--- config.mk ---
export PLATFORM = sky130hd
export DESIGN_NAME = ezm_progstore
export DESIGN_NICKNAME = d
export VERILOG_FILES = /design/src/rtl/ezm_progstore.sv
export SDC_FILE = /design/constraint.sdc
export NUM_CORES = 1
export LEC_CHECK = 0
export BUFFER_PORTS_ARGS = -buffer_cell sky130_fd_sc_hd__clkbuf_2
export CORE_MARGIN = 2
export CORE_UTILIZATION = 50
export DETAILED_ROUTE_END_ITERATION = 12
export PLACE_DENSITY = 0.67
export SYNTH_ARGS = -nofsm -noshare
export SYNTH_HDL_FRONTEND = slang
export SYNTH_SLANG_ARGS = --single-unit
--- constraint.sdc ---
create_clock -name clk -period 2.6 [get_ports clk]
set_input_delay 0.26 -clock clk [delete_from_list [all_inputs] [get_ports clk]]
set_output_delay 0.26 -clock clk [all_outputs]
set_load 0.01 [all_outputs]
--- src/rtl/ezm_progstore.sv ---
// Program store and fetch/execute sequencer for the ezm accumulator CPU.
// Loads 6-bit words over a valid/ready port and feeds them to the CPU with a held instruction register.
module ezm_progstore #(
   parameter int DEPTH = 32,
   parameter int AW    = 5
) (
   input  logic       clk,
   input  logic       rst,
   input  logic       ld_start,
   input  logic       ld_valid,
   input  logic [5:0] ld_data,
   input  logic       ld_last,
   output logic       ld_ready,
   input  logic       go,
   input  logic [7:0] cpu_out,
   output logic [5:0] cpu_in,
   output logic       cpu_rst,
   output logic       running,
   output logic [7:0] pc_o,
   output logic [7:0] acc_o
);

   localparam logic [1:0] ST_IDLE = 2'd0;
   localparam logic [1:0] ST_LOAD = 2'd1;
   localparam logic [1:0] ST_RUN  = 2'd2;

   logic [1:0]    state_r;
   logic [AW-1:0] wr_addr_r;
   logic          phase_r;
   logic [5:0]    ir_r;
   logic [7:0]    pc_r;
   logic [7:0]    acc_r;
   logic [5:0]    mem_r [DEPTH];

   logic [5:0]    fetch_word_s;
   logic          wr_en_s;
   logic          ld_end_s;

   // Upper pc bits are dropped so the program wraps modulo DEPTH.
   assign fetch_word_s = mem_r[cpu_out[AW-1:0]];
   assign wr_en_s      = (state_r == ST_LOAD) && ld_valid && !ld_start;
   assign ld_end_s     = ld_last || (wr_addr_r == AW'(DEPTH - 1));

   // Sequencer state and load write pointer.
   always_ff @(posedge clk) begin
      if (rst) begin
         state_r   <= ST_IDLE;
         wr_addr_r <= {AW{1'b0}};
      end else begin
         case (state_r)
            ST_IDLE: begin
               if (ld_start) begin
                  state_r   <= ST_LOAD;
                  wr_addr_r <= {AW{1'b0}};
               end else if (go) begin
                  state_r <= ST_RUN;
               end
            end
            ST_LOAD: begin
               if (ld_start) begin
                  wr_addr_r <= {AW{1'b0}};
               end else if (ld_valid) begin
                  // The pointer parks on the last word written so it can never wrap.
                  if (ld_end_s) begin
                     state_r <= ST_IDLE;
                  end else begin
                     wr_addr_r <= wr_addr_r + AW'(1);
                  end
               end
            end
            ST_RUN: begin
               if (ld_start) begin
                  state_r   <= ST_LOAD;
                  wr_addr_r <= {AW{1'b0}};
               end
            end
            default: begin
               state_r   <= ST_IDLE;
               wr_addr_r <= {AW{1'b0}};
            end
         endcase
      end
   end

   // Fetch/execute phase, held instruction and CPU output monitors.
   always_ff @(posedge clk) begin
      if (rst) begin
         phase_r <= 1'b0;
         ir_r    <= 6'd0;
         pc_r    <= 8'd0;
         acc_r   <= 8'd0;
      end else if (state_r == ST_RUN) begin
         phase_r <= ~phase_r;
         if (!phase_r) begin
            ir_r <= fetch_word_s;
            pc_r <= cpu_out;
         end else begin
            acc_r <= cpu_out;
         end
      end else begin
         phase_r <= 1'b0;
      end
   end

   // Instruction memory; reset fills it with no-op words.
   always_ff @(posedge clk) begin
      if (rst) begin
         for (int i = 0; i < DEPTH; i++) begin
            mem_r[i] <= 6'd0;
         end
      end else if (wr_en_s) begin
         mem_r[wr_addr_r] <= ld_data;
      end
   end

   // Instruction must stay valid across both halves of each CPU instruction.
   always_comb begin
      cpu_in = 6'd0;
      if (state_r == ST_RUN) begin
         cpu_in = phase_r ? ir_r : fetch_word_s;
      end else begin
         cpu_in = 6'd0;
      end
   end

   assign cpu_rst  = (state_r != ST_RUN);
   assign ld_ready = (state_r == ST_LOAD);
   assign running  = (state_r == ST_RUN);
   assign pc_o     = pc_r;
   assign acc_o    = acc_r;

endmodule
* Yosys cells after proc, flatten, opt, wreduce, memory -nomap -nowiden
Memories as Yosys holds them, arrays and structs flattened.
Index checks and enable logic that the tools add are counted.
** Word-level totals
- Register bits :: 30
- Memory bits (writable) :: 192
- Input port bits :: 20
- Output and inout bits :: 25
- Logic and storage cells :: 56
- Memories kept :: 1
** Memory list
- mem_r :: words 32, width 6, rd ports 1, clocked after memory_dff 0, wr ports 32, RTL line 33 : logic [5:0] mem_r [DEPTH];
** Operators by class
- Add/sub/neg operators :: 1
- Equality and inequality tests :: 12
- Multiplexer cells :: 22
- Bitwise operators :: 2
- Reductions and logical operators :: 12
** Operators by type and width (number)
- 2-to-1 mux 5 bit :: 5
- 2-to-1 mux 6 bit :: 3
- 2-to-1 mux 2 bit :: 6
- one-hot mux 5 bit (2 select lines) :: 1
- != test 3 bit (second input constant) :: 3
- != test 2 bit (second input constant) :: 4
- 2-to-1 mux 1 bit :: 6
- one-hot mux 2 bit (3 select lines) :: 1
- OR reduction 6 bit :: 1
- adder 5 x 1 -> 5 bit (second input constant) :: 1
- equality test 5 bit (second input constant) :: 1
- AND reduction 5 bit :: 1
- != test 2 x 1 -> 1 bit (second input constant) :: 2
- AND reduction 2 bit :: 2
- OR reduction 2 bit :: 2
- AND reduction 3 bit :: 1
- equality test 2 x 1 -> 1 bit (second input constant) :: 1
- equality test 2 bit (second input constant) :: 1
- logical AND 1 bit :: 2
- zero test 2 bit :: 1
- inverter 1 bit :: 2
- zero test 1 bit :: 1
- logical OR 1 bit :: 1

* Longest topological paths before layout
Gate-level depths: netlist of run 1.
- Word-level depth :: 8
- Mapped depth :: 8
- Gate-level depth less buffers :: 8

* Worst setup path after synthesis of run 1
Ideal clock, no wire load.
- Path kind :: register to register
- Start :: reg wr_addr_r[0]
- End :: reg wr_addr_r[2]
- Setup time :: 0.115 ns
- Arrival :: 1.777 ns
- Required time :: 2.485 ns
- Slack :: 0.709 ns
- Stages on the path, launching flop included :: 9
- Buffers on the path :: 0
- Period minus slack after synthesis :: 1.891 ns
- Cells stage by stage :: dfxtp_1 -> ha_1 -> and3_1 -> ha_1 -> nor3b_1 -> o21ai_0 -> a21boi_0 -> xnor2_1 -> nor2_1
** On the way
- Cells in the longest elaborated chain, start to end :: 5
- Elaborated cells between the ends (all ways) :: 9
- Those cells by class :: 1 x add/sub; 2 x eq/ne; 4 x mux; 2 x reduce/logical
** RTL lines
- start, declared :: RTL line 28 : logic [AW-1:0] wr_addr_r;
- start signal, assigned :: RTL line 48 : wr_addr_r <= {AW{1'b0}};
- start signal, assigned :: RTL line 54 : wr_addr_r <= {AW{1'b0}};
- start signal, assigned :: RTL line 61 : wr_addr_r <= {AW{1'b0}};
- adder 5 x 1 -> 5 bit :: RTL line 67 : wr_addr_r <= wr_addr_r + AW'(1);
- 2-to-1 mux 5 bit :: RTL line 64 : if (ld_end_s) begin
- 2-to-1 mux 5 bit :: RTL line 62 : end else if (ld_valid) begin
- 2-to-1 mux 5 bit :: RTL line 60 : if (ld_start) begin
- one-hot mux 5 bit (2 select lines) :: RTL line 50 : case (state_r)
Several ways; a longest one is shown, not always the timed one. The select of a mux whose other input is x is not followed.
A chain may end at the register's enable or synchronous reset.

* Final worst setup path of run 1
- Start :: reg state_r[0]
- End :: out cpu_in[3]
** On the way
- Cells in the longest elaborated chain, start to end :: 2
** RTL lines
- start, declared :: RTL line 27 : logic [1:0] state_r;
- start signal, assigned :: RTL line 47 : state_r <= ST_IDLE;
- start signal, assigned :: RTL line 53 : state_r <= ST_LOAD;
- start signal, assigned :: RTL line 56 : state_r <= ST_RUN;
- equality test 2 bit :: RTL line 119 : if (state_r == ST_RUN) begin
- 2-to-1 mux 6 bit :: RTL line 119
- end, declared :: RTL line 16 : output logic [5:0] cpu_in,
No other way between the ends.

==> results of run 1 <==
[synthesized netlist by cell type, types with 2 or more instances]
| master | n |
|---|---|
| a21oi_1 | 34 |
| a22o_1 | 6 |
| a22oi_1 | 36 |
| and2_1 | 195 |
| buf_2 | 15 |
| buf_4 | 5 |
| clkbuf_1 | 35 |
| dfxtp_1 | 30 |
| edfxtp_1 | 192 |
| ha_1 | 5 |
| inv_1 | 4 |
| mux2i_1 | 96 |
| nand2_1 | 52 |
| nand2_4 | 3 |
| nand2b_1 | 3 |
| nand3_1 | 23 |
| nand3b_1 | 3 |
| nand4_1 | 12 |
| nor2_1 | 42 |
| nor2_4 | 8 |
| nor2b_1 | 5 |
| o21a_1 | 6 |
| o21ai_0 | 2 |
| or2_2 | 34 |
| or3b_2 | 2 |
| xnor2_1 | 2 |
[routing by layer]
| metal | vias to the layer above | part of all wire, % | track usage [%] |
|---|---|---|---|
| li1 | 3107 | - | - |
| met1 | 3232 | 45 | 32.9 |
| met2 | 226 | 46 | 35.9 |
| met3 | 37 | 6.3 | 2.69 |
| met4 | 0 | 2.1 | 6.33 |
| met5 | - | 0 | 0 |
[cell type report]
cell class                      count  area, µm²
Inverter                            4       15.0
Tap cell                          270        338
Clock inverter                     13       88.8
Clock buffer                       29        608
Multi-Input combinational cell    578       3850
Sequential cell                   222       6370
Timing Repair Buffer               61        398
Fill cell                        1691       8760
[worst max path at each step]
stage	to
after detailed placement	cpu_in[5]
after floorplan	wr_addr_r[2]
after global placement	cpu_in[4]
after global routing	cpu_in[3]
final	cpu_in[3]
after CTS	cpu_in[5]
[tightest hold or removal path, cell delays in order]
cell and delay (ns):
clkbuf_2 0.12, a21oi_1 0.05, nor2b_1 0.10
[metrics by stage]
step | worst slack, ns | hold WS [ns] | util (%) | cell area (µm²) | power, mW
4_1_cts | 0.114 | 0.0265 | 57.1 | 11700 | 7.66
5_1_grt | 0.141 | 0.0679 | 57.1 | 11700 | 7.85
2_1_floorplan | 0.709 | 0.396 | - | 10500 | 4.43
3_5_place_dp | 0.414 | 0.448 | 53.5 | 10900 | 4.62
3_3_place_gp | 0.414 | 0.443 | 53.5 | 10900 | 4.61
6_report | 0.232 | 0.0491 | 57.1 | 11700 | 7.63
[timing repair]
item | in CTS | in global routing
hold endpoints to repair | 6 | 0
endpoints found under the setup margin | 0 | 1
hold buffers | 4 | 0
resized for setup | 0 | 1
[flip-flops by register name (all words and copies together) (netlist names)]
name and flops:
pc_o 8, phase_r 1, mem_r 192, state_r 2
ir_r 6, wr_addr_r 5, acc_o 8
[logic make-up after synthesis]
group	after synthesis	share of synthesized area, %
AO/OA/AOI/OAI	85	5.30
AND/OR/NAND/NOR	390	21.5
adder cells (fa/ha/maj)	5	0.596
multiplexers	96	9.16
flip-flops	222	60.7
XOR/XNOR	2	0.167
buffers and inverters	61	2.61
[power by group through the flow]
stage	clock (mW)	sequential, mW	combinational, mW
detailed placement	0	4.11	0.510
floorplan	0	4.09	0.341
global route	3.25	4.05	0.557
global placement	0	4.11	0.498
CTS	3.11	4.04	0.516
finish	3.08	4.04	0.514
==> summary.txt, run 1 <==
Setup path
  – Reg-to-reg endpoint: wr_addr_r[2]
  – Buffer and inverter count on the worst path: 2
  – Critical path data arrival time: 2.11 ns
  – Critical path origin: state_r[0]
  – Crit-path leading delay family: simple AND/OR/NAND/NOR gates
  – Worst r2r src: wr_addr_r[0]
  – CP max FO: 14
  – CP peak stage delay: 0.40 ns
  – Startpoint Class: flip-flop
  – Crit end category: primary output
  – Critical Path Stages: 5
  – Crit-path cells: nand2b_1 > inv_1 > and2_2 > a22o_1 > clkbuf_2
  – CP Class: reg2out
  – Worst R2R Path Depth: 8
  – Req. time, crit path: 2.34 ns
  – CP max-delay cell: dfxtp_1
  – Reg2reg setup slack: 0.41 ns

Timing
  – Fin Clk Skew: 0.0272 ns
  – Setup TNS: 0 ns
  – Slew Limit Headroom: 45.0%
  – Fin crit share: 91.1%
  – RSZ-0062 raised after global routing: no
  – Final Hold Vio Count: 0
  – Clock period minus worst slack: 2.37 ns
  – Max Slew Vio Count: 0
  – Fmax: 0.422 GHz
  – Least-Margin Pin Slew: 0.825 ns
  – Setup violation total in the final timing report: 0

Placed design
  – Dpl hpwl: 16.0 mm
  – GP Congestion: 0.842
  – Placed instance count: 1,131
  – IO buf count: 44

Pwr
  – PD cells: 654 nW/µm²
  – Sequential Power Share: 52.9%
  – Leakage power: 4.51 nW
  – Clock share of power: 40.3%
  – Switching Power: 1.71 mW
  – VDD IR max: 0.420 mV
  – Sw Ratio: 22.4%
  – Pint: 5.91 mW
  – Combinational Power Share: 6.7%

Yosys
  – Post-synth EDFFs: 192
  – Synth Warn #: 0
  – Top-area cell type share of the netlist area: 55.0%
  – Async set-reset flop share out of synthesis: 0%
  – FF+latch count, synth: 222
  – Post-synthesis cell area: 10,500 µm²
  – Yosys top cell by area: edfxtp_1
  – Synth area leaders: edfxtp_1 55%, and2_1 12%, mux2i_1 9.2%, dfxtp_1 5.7%, a22oi_1 2.6%
  – Synth Instances: 861
  – Ys flop type: edfxtp_1
  – Syn Nets: 886
  – Post-synthesis sequential area ratio: 60.7%
  – Syn Area/Cell: 12.2 µm²
  – Cell variety after synth: 37

Clocking
  – Clock Root Buffer: clkbuf_16
  – Clk sinks: 222
  – CTS clock-pin slew for the worst setup and hold paths: 0.06 ns
  – Htree depth: 1
  – Clock buffer count from CTS: 23
  – Clock Path Buffers: 3
  – CTS tree: done
  – Setup Fix Bufs, Post-CTS: 0
  – Clk_lat worst skew: 0.52 ns

Die
  – DIE HEIGHT: 149 µm
  – Full die area: 22,200 µm²
  – Num rows: 52
  – Core area: 20,400 µm²
  – Ports: 45
  – Chip Width: 149 µm
  – Starting density of the core: 51.3%

Outcome
  – Outcome: finished clean

Global route
  – Vias in the first global route: 6,604
  – GRT Residual Overflow: 0
  – Pin count of the biggest net entering global routing: 60
  – GRT Total Usage: 22.5%
  – Initial antenna violation count: 0
  – First-pass GRT wire length: 37.8 mm

Route
  – Post-route antenna net violation count: 0
  – WL per Instance: 20.6 µm
  – Via count: 6,602
  – Initial DRT Pass Iterations: 5
  – DRC viols: 0
  – WL final: 24.3 mm
  – Vias per std cell: 5.61
  – DR iter-0 viols: 539

Job
  – Max cap viols: 0

Layout
  – Ratio of cells with drive above 1 in the final layout: 15.4%
  – Nets: 915
  – Finished Layout Cells: 1,177
  – Most frequent cells in the layout: 194 x and2_1, 192 x edfxtp_1, 96 x mux2i_1
  – Most common cell after layout, fill and taps aside: and2_1
  – Ant diodes: 0
  – Layout area overhead: 11.2%

Min path
  – Worst Hold End: state_r[0]
  – WHS Path Cells: 3
  – Hold WC Path Type: in2reg
  – Hold path start: ld_start
Power figures use the tool's default switching activity.
==> run 2, diff against run 1 <==
Settings changed: CTS_BUF_LIST from default to sky130_fd_sc_hd__clkbuf_8.
==> run 2 against run 1 <==
Net effect:
- maximum frequency shrank 0.46%
- global-route usage increased by 0.27 points
- critical endpoint unchanged
- largest power group unchanged
- sequential share of layout area down 0.088 points
- hold slack gained 0.0031 ns
- utilization up 0.092 points
- setup slack got worse by 0.011 ns
- clock-buffer cell count grew 12
- routed wire length up 0.19%
- sequential power barely moved
- clock power decreased by 4%
- register-to-register slack about the same
- highest routed layer unchanged
- largest cell class unchanged
- die area did not move
==> summary.txt, run 2 (synthesis results as in run 1) <==
Outcome
  – Outcome: finished clean

Layout
  – Most frequent cells in the layout: 194 x and2_1, 192 x edfxtp_1, 96 x mux2i_1
  – Ant diodes: 0 (unchanged)
  – Largest register FFs: 192 (unchanged)
  – Ratio of cells with drive above 1 in the final layout: 16.4% (+0.98 points)
  – Finished Layout Cells: 1,202 (+2.1%)
  – Largest reg by FF count: mem_r
  – Layout area overhead: 11.4%
  – Most common cell after layout, fill and taps aside: and2_1
  – Final Util: 57.2% (+0.092 points)
  – # fillers: 1,710 (+1.1%)
  – Nets: 930 (+1.6%)

Route
  – DR iter-0 viols: 566 (+5.0%)
  – WL final: 24.3 mm (+0.19%)
  – DRC viols: 0 (unchanged)
  – Post-route antenna net violation count: 0 (unchanged)
  – Initial DRT Pass Iterations: 6 (+1)
  – WL per Instance: 20.2 µm (-1.9%)
  – Vias per std cell: 5.53 (-1.4%)
  – Via count: 6,647 (+0.68%)

Setup path
  – CP max-delay cell: dfxtp_1
  – Critical path data arrival time: 2.12 ns (about the same)
  – Critical Path Stages: 5 (unchanged)
  – CP peak stage delay: 0.40 ns (about the same)
  – Startpoint Class: flip-flop
  – CP max FO: 14 (unchanged)
  – Worst R2R Path Depth: 8 (unchanged)
  – Reg2reg setup slack: 0.40 ns (about the same)
  – Buffer and inverter count on the worst path: 2 (unchanged)
  – Crit-path cells: nand2b_1 > inv_1 > and2_2 > a22o_1 > clkbuf_2
  – Crit end category: primary output
  – Critical path origin: state_r[0]
  – Worst r2r src: wr_addr_r[0]
  – CP Class: reg2out
  – Req. time, crit path: 2.34 ns (about the same)
  – Crit-path leading delay family: simple AND/OR/NAND/NOR gates
  – Reg-to-reg endpoint: wr_addr_r[2]
  – Worst setup path endpoint: cpu_in[3]

Clocking
  – Clk_lat worst skew: 0.52 ns (about the same)
  – Htree depth: 2 (+1)
  – Clk sinks: 222 (unchanged)
  – CTS tree: done
  – Clock Path Buffers: 3 (unchanged)
  – Clock buffer count from CTS: 38 (+65%)
  – CTS clock-pin slew for the worst setup and hold paths: 0.05 ns (about the same)
  – Clock Root Buffer: clkbuf_8

Pwr
  – Clock share of power: 39.5% (-0.8 points)
  – Sequential Power Share: 53.7% (+0.8 points)
  – VDD IR max: 0.297 mV (-29%)
  – Leakage power: 4.59 nW (+1.8%)
  – Combinational Power Share: 6.8% (about the same)
  – PD cells: 644 nW/µm² (-1.5%)
  – Sw Ratio: 22.8% (+0.41 points)
  – Switching Power: 1.72 mW (+0.46%)
  – Pint: 5.81 mW (-1.8%)

Die
  – Ports: 45 (unchanged)
  – Full die area: 22,200 µm² (unchanged)
  – Chip Width: 149 µm (unchanged)
  – Num rows: 52 (unchanged)
  – Starting density of the core: 51.3% (unchanged)
  – Core area: 20,400 µm² (unchanged)
  – DIE HEIGHT: 149 µm (unchanged)

Timing
  – RSZ-0062 raised after global routing: no
  – Setup violation total in the final timing report: 0 (unchanged)
  – Fin crit share: 91.5% (+0.42 points)
  – Max Slew Vio Count: 0 (unchanged)
  – Fin Clk Skew: 0.0154 ns (-0.0118 ns)
  – Setup TNS: 0 ns (unchanged)
  – Clock period minus worst slack: 2.38 ns (+0.0110 ns)
  – Fmax: 0.420 GHz (-0.46%)
  – Slew Limit Headroom: 43.6% (-1.3 points)
  – Final Hold Vio Count: 0 (unchanged)
  – Least-Margin Pin Slew: 0.845 ns (+0.0199 ns)

Placed design
  – IO buf count: 44 (unchanged)
  – Dpl hpwl: 16.0 mm (unchanged)
  – GP Congestion: 0.842 (unchanged)
  – Placed instance count: 1,131 (unchanged)

Min path
  – Hold WC Path Type: in2reg

Global route
  – Vias in the first global route: 6,758 (+2.3%)
  – GRT Residual Overflow: 0 (unchanged)
  – Initial antenna violation count: 0 (unchanged)
  – Pin count of the biggest net entering global routing: 60 (unchanged)
  – GRT Total Usage: 22.8% (+0.27 points)
  – First-pass GRT wire length: 38.1 mm (+0.55%)

Job
  – Max cap viols: 0 (unchanged)
[run 2: cell count changes in the layout (fill, tap and decap cells not counted), sizes merged]
| cell | delta |
|---|---|
| inv | +14 |
| clkbuf | +12 |
| bufinv | +1 |
| clkinv | -1 |
| clkinvlp | -1 |
[run 2: worst min-delay path: cells and delay by family]
| family | cells | cell delay (ns) |
|---|---|---|
| AOI/OAI and AO/OA | 1 | 0.05 |
| buffers and inverters | 1 | 0.12 |
| and+or+nand+nor | 1 | 0.10 |
[run 2: power groups by stage]
stage / Sequential (mW) / Clock, mW / Combinational, mW
after CTS: 4.04 / 3.03 / 0.516
after global placement: 4.11 / 0 / 0.498
after global routing: 4.05 / 3.18 / 0.557
after floorplan: 4.09 / 0 / 0.341
after detailed placement: 4.11 / 0 / 0.510
final: 4.04 / 2.97 / 0.515
[run 2: per-stage QoR]
step | power [mW] | hold slack [ns] | setup WS [ns] | instance area (µm²)
6_report | 7.52 | 0.0523 | 0.221 | 11700
3_5_place_dp | 4.62 | 0.448 | 0.414 | 10900
3_3_place_gp | 4.61 | 0.443 | 0.414 | 10900
5_1_grt | 7.78 | 0.0587 | 0.121 | 11700
2_1_floorplan | 4.43 | 0.396 | 0.709 | 10500
4_1_cts | 7.58 | 0.0203 | 0.110 | 11700
[run 2: layer usage]
metal,routed length (µm),GRT usage [%],vias up
met5,0,0,-
met4,449,6.57,0
met3,1630,4.28,38
met2,11400,36.2,234
met1,10800,32.3,3230
li1,-,-,3145
[run 2: worst min path at each step]
stage | start | slack, ns | end | depth (start not counted)
6_report | ld_start | 0.05 | state_r[0] | 3
3_5_place_dp | acc_o[0] | 0.45 | acc_o[0] | 2
2_1_floorplan | cpu_out[0] | 0.40 | acc_o[0] | 2
3_3_place_gp | acc_o[2] | 0.44 | acc_o[2] | 2
5_1_grt | cpu_out[0] | 0.06 | acc_o[0] | 3
4_1_cts | ld_start | 0.02 | state_r[0] | 3
[run 2: area by class of cell]
class,count,area (µm²),share of cell area [%]
Clock inverter,26,151,1.30
Clock buffer,41,564,4.83
Multi-Input combinational cell,578,3850,33.0
Inverter,4,15.0,0.128
Timing Repair Buffer,61,398,3.41
Sequential cell,222,6370,54.5
Tap cell,270,338,2.89
[run 2: timing repair]
item                       CTS  global route
gates resized for setup      0             1
hold endpoints to repair     7             0
buffers inserted             0             0
setup endpoints to repair    0             5
hold buffers                 4             0
==> run 3, diff against run 2 <==
Settings changed: REMOVE_ABC_BUFFERS from default to 1, SETUP_SLACK_MARGIN from default to 0.3.
==> run 3 against run 2 <==
Net effect:
- via count grew 1.2%
- highest routed layer unchanged
- utilization grew 0.15 points
- clock-buffer cell count shrank 2
- hold slack lost 0.021 ns
- first-iteration DRC count shrank 20%
- setup slack gained 0.12 ns
- largest cell class unchanged
- combinational power grew 3%
==> summary.txt, run 3 (synthesis results as in run 1) <==
Route
  – WL per Instance: 20.3 µm (+0.23%)
  – Vias per std cell: 5.56 (+0.58%)
  – DRC viols: 0 (unchanged)
  – DR iter-0 viols: 453 (-20%)
  – Post-route antenna net violation count: 0 (unchanged)
  – WL final: 24.5 mm (+0.89%)
  – Via count: 6,730 (+1.2%)
  – Initial DRT Pass Iterations: 5 (-1)

Die
  – Core area: 20,400 µm² (unchanged)
  – Starting density of the core: 51.3% (unchanged)
  – Num rows: 52 (unchanged)
  – Full die area: 22,200 µm² (unchanged)
  – Ports: 45 (unchanged)
  – DIE HEIGHT: 149 µm (unchanged)
  – Chip Width: 149 µm (unchanged)

Global route
  – GR Layer Usage met2: 38.3% (+2.1 points)
  – Vias in the first global route: 6,945 (+2.8%)
  – GRT Residual Overflow: 0 (unchanged)
  – Pin count of the biggest net entering global routing: 36 (-40%)
  – Met1 Track Usage GR: 29.8% (-2.5 points)
  – First-pass GRT wire length: 38.2 mm (+0.45%)
  – Layer with the highest usage: met2
  – Initial antenna violation count: 0 (unchanged)
  – GRT Total Usage: 22.8% (about the same)
  – GR Util met3: 4.43% (+0.15 points)

Min path
  – WHS Path Cells: 3 (unchanged)
  – Hold WC Path Type: in2reg
  – Hold path start: cpu_out[0]
  – Worst Hold End: pc_o[0]

Timing
  – Min Hold Slack: 0.0309 ns (-0.0214 ns)
  – Setup TNS: 0 ns (unchanged)
  – Fin Clk Skew: 0.0136 ns (-0.00179 ns)
  – Least-Margin Pin Slew: 0.838 ns (-0.00781 ns)
  – Fmax: 0.443 GHz (+5.4%)
  – Fin crit share: 86.8% (-4.6 points)
  – Worst setup margin: 0.342 ns (+0.121 ns)
  – RSZ-0062 raised after global routing: yes
  – Setup violation total in the final timing report: 0 (unchanged)
  – Final Hold Vio Count: 0 (unchanged)
  – Max Slew Vio Count: 0 (unchanged)
  – Clock period minus worst slack: 2.26 ns (-0.121 ns)
  – Slew Limit Headroom: 44.2% (+0.52 points)

Setup path
  – Reg-to-reg endpoint: mem_r[5][2]
  – Worst R2R Path Depth: 3 (-5)
  – Critical path data arrival time: 2.00 ns (-0.12 ns)
  – CP max-delay cell: edfxtp_1
  – Startpoint Class: flip-flop
  – Req. time, crit path: 2.34 ns (about the same)
  – Crit-path cells: mux2i_1 > a22oi_1 > nand3_1 > nand4_1 > a22o_1 > clkbuf_2
  – Buffer and inverter count on the worst path: 1 (-1)
  – CP max FO: 2 (-12)
  – Crit end category: primary output
  – Crit-path leading delay family: compound AO/OA/AOI/OAI gates
  – Worst r2r src: wr_addr_r[2]
  – Reg2reg setup slack: 0.51 ns (+0.11 ns)
  – CP peak stage delay: 0.38 ns (-0.02 ns)
  – CP Class: reg2out

Layout
  – Most frequent cells in the layout: 194 x and2_1, 192 x edfxtp_1, 95 x mux2i_1
  – Largest reg by FF count: mem_r
  – Ant diodes: 0 (unchanged)
  – Ratio of cells with drive above 1 in the final layout: 17.2% (+0.82 points)
  – Nets: 936 (+0.65%)
  – # fillers: 1,678 (-1.9%)
  – Layout area overhead: 11.7%
  – Largest register FFs: 192 (unchanged)
  – Most common cell after layout, fill and taps aside: and2_1
  – Final Util: 57.3% (+0.15 points)

Pwr
  – Sw Ratio: 23.6% (+0.76 points)
  – Pint: 5.66 mW (-2.6%)
  – Pwr Total: 7.41 mW (-1.6%)
  – VDD IR max: 0.279 mV (-6.0%)
  – Clock share of power: 38.4% (-1.1 points)
  – Combinational Power Share: 7.1% (+0.3 points)
  – Leakage power: 4.61 nW (+0.48%)
  – Sequential Power Share: 54.5% (+0.8 points)
  – Switching Power: 1.75 mW (+1.7%)
  – PD cells: 632 nW/µm² (-1.8%)

Job
  – Max cap viols: 0 (unchanged)

Clocking
  – CTS tree: done
  – CTS clock-pin slew for the worst setup and hold paths: 0.06 ns (about the same)
  – Clock Path Buffers: 3 (unchanged)
  – Clk_lat worst skew: 0.54 ns (+0.02 ns)
  – Htree depth: 2 (unchanged)
  – Clock Root Buffer: clkbuf_8
  – Clock buffer count from CTS: 37 (-2.6%)
  – Clk sinks: 222 (unchanged)

Placed design
  – Post-Place Setup Slack: 0.351 ns (-0.0630 ns)
  – GP Congestion: 0.862 (+2.4%)
  – Dpl hpwl: 16.0 mm (about the same)
  – IO buf count: 44 (unchanged)

Outcome
  – Outcome: finished clean
## run 3: power by group through the flow
stage | registers (mW) | logic [mW] | clock network (mW)
2_1_floorplan | 4.09 | 0.261 | 0
3_3_place_gp | 4.10 | 0.502 | 0
3_5_place_dp | 4.11 | 0.511 | 0
4_1_cts | 4.04 | 0.519 | 2.90
5_1_grt | 4.05 | 0.568 | 3.06
6_report | 4.03 | 0.529 | 2.84
## run 3: worst max path at each step
| stage | start | end | slack (ns) | cells after the start |
|---|---|---|---|---|
| after detailed placement | cpu_out[1] | cpu_in[1] | 0.35 | 8 |
| final | mem_r[7][5] | cpu_in[5] | 0.34 | 6 |
| after CTS | mem_r[31][5] | cpu_in[5] | 0.34 | 6 |
| after global routing | mem_r[31][5] | cpu_in[5] | 0.26 | 6 |
| after global placement | cpu_out[1] | cpu_in[0] | 0.34 | 8 |
| after floorplan | cpu_out[3] | cpu_in[4] | 0.54 | 5 |
## run 3: repair_timing
item | in CTS | in global routing
setup buffers | 0 | 1
hold buffers | 6 | 0
endpoints found under the setup margin | 6 | 26
pin swaps | 0 | 6
hold endpoints to repair | 9 | 0
gates resized for setup | 2 | 7
## run 3: metrics by stage
stage	instances	cell area, µm²
2_1_floorplan	804	10200
3_3_place_gp	1135	10900
3_5_place_dp	1135	10900
4_1_cts	1209	11700
5_1_grt	1210	11700
6_report	1210	11700
## run 3: final cells by class
class,instances,area [µm²],area share [%]
clock buffer,39,537,4.58
clock inverter,29,141,1.21
inverter,4,15.0,0.128
multi-input combinational,578,3870,33.0
sequential,222,6370,54.4
tap,270,338,2.88
timing repair buffer,68,450,3.84
## run 3: tightest hold or removal path: cells and delay by family
family	cells	cell delay [ns]
compound gates	1	0.05
simple gates	1	0.07
buf+inv	1	0.12
## run 3: per-layer routing
metal / up-vias / part of all wire (%)
met4: 0 / 2.9
met3: 53 / 6.7
li1: 3149 / -
met2: 247 / 48
met5: - / 0
met1: 3281 / 42
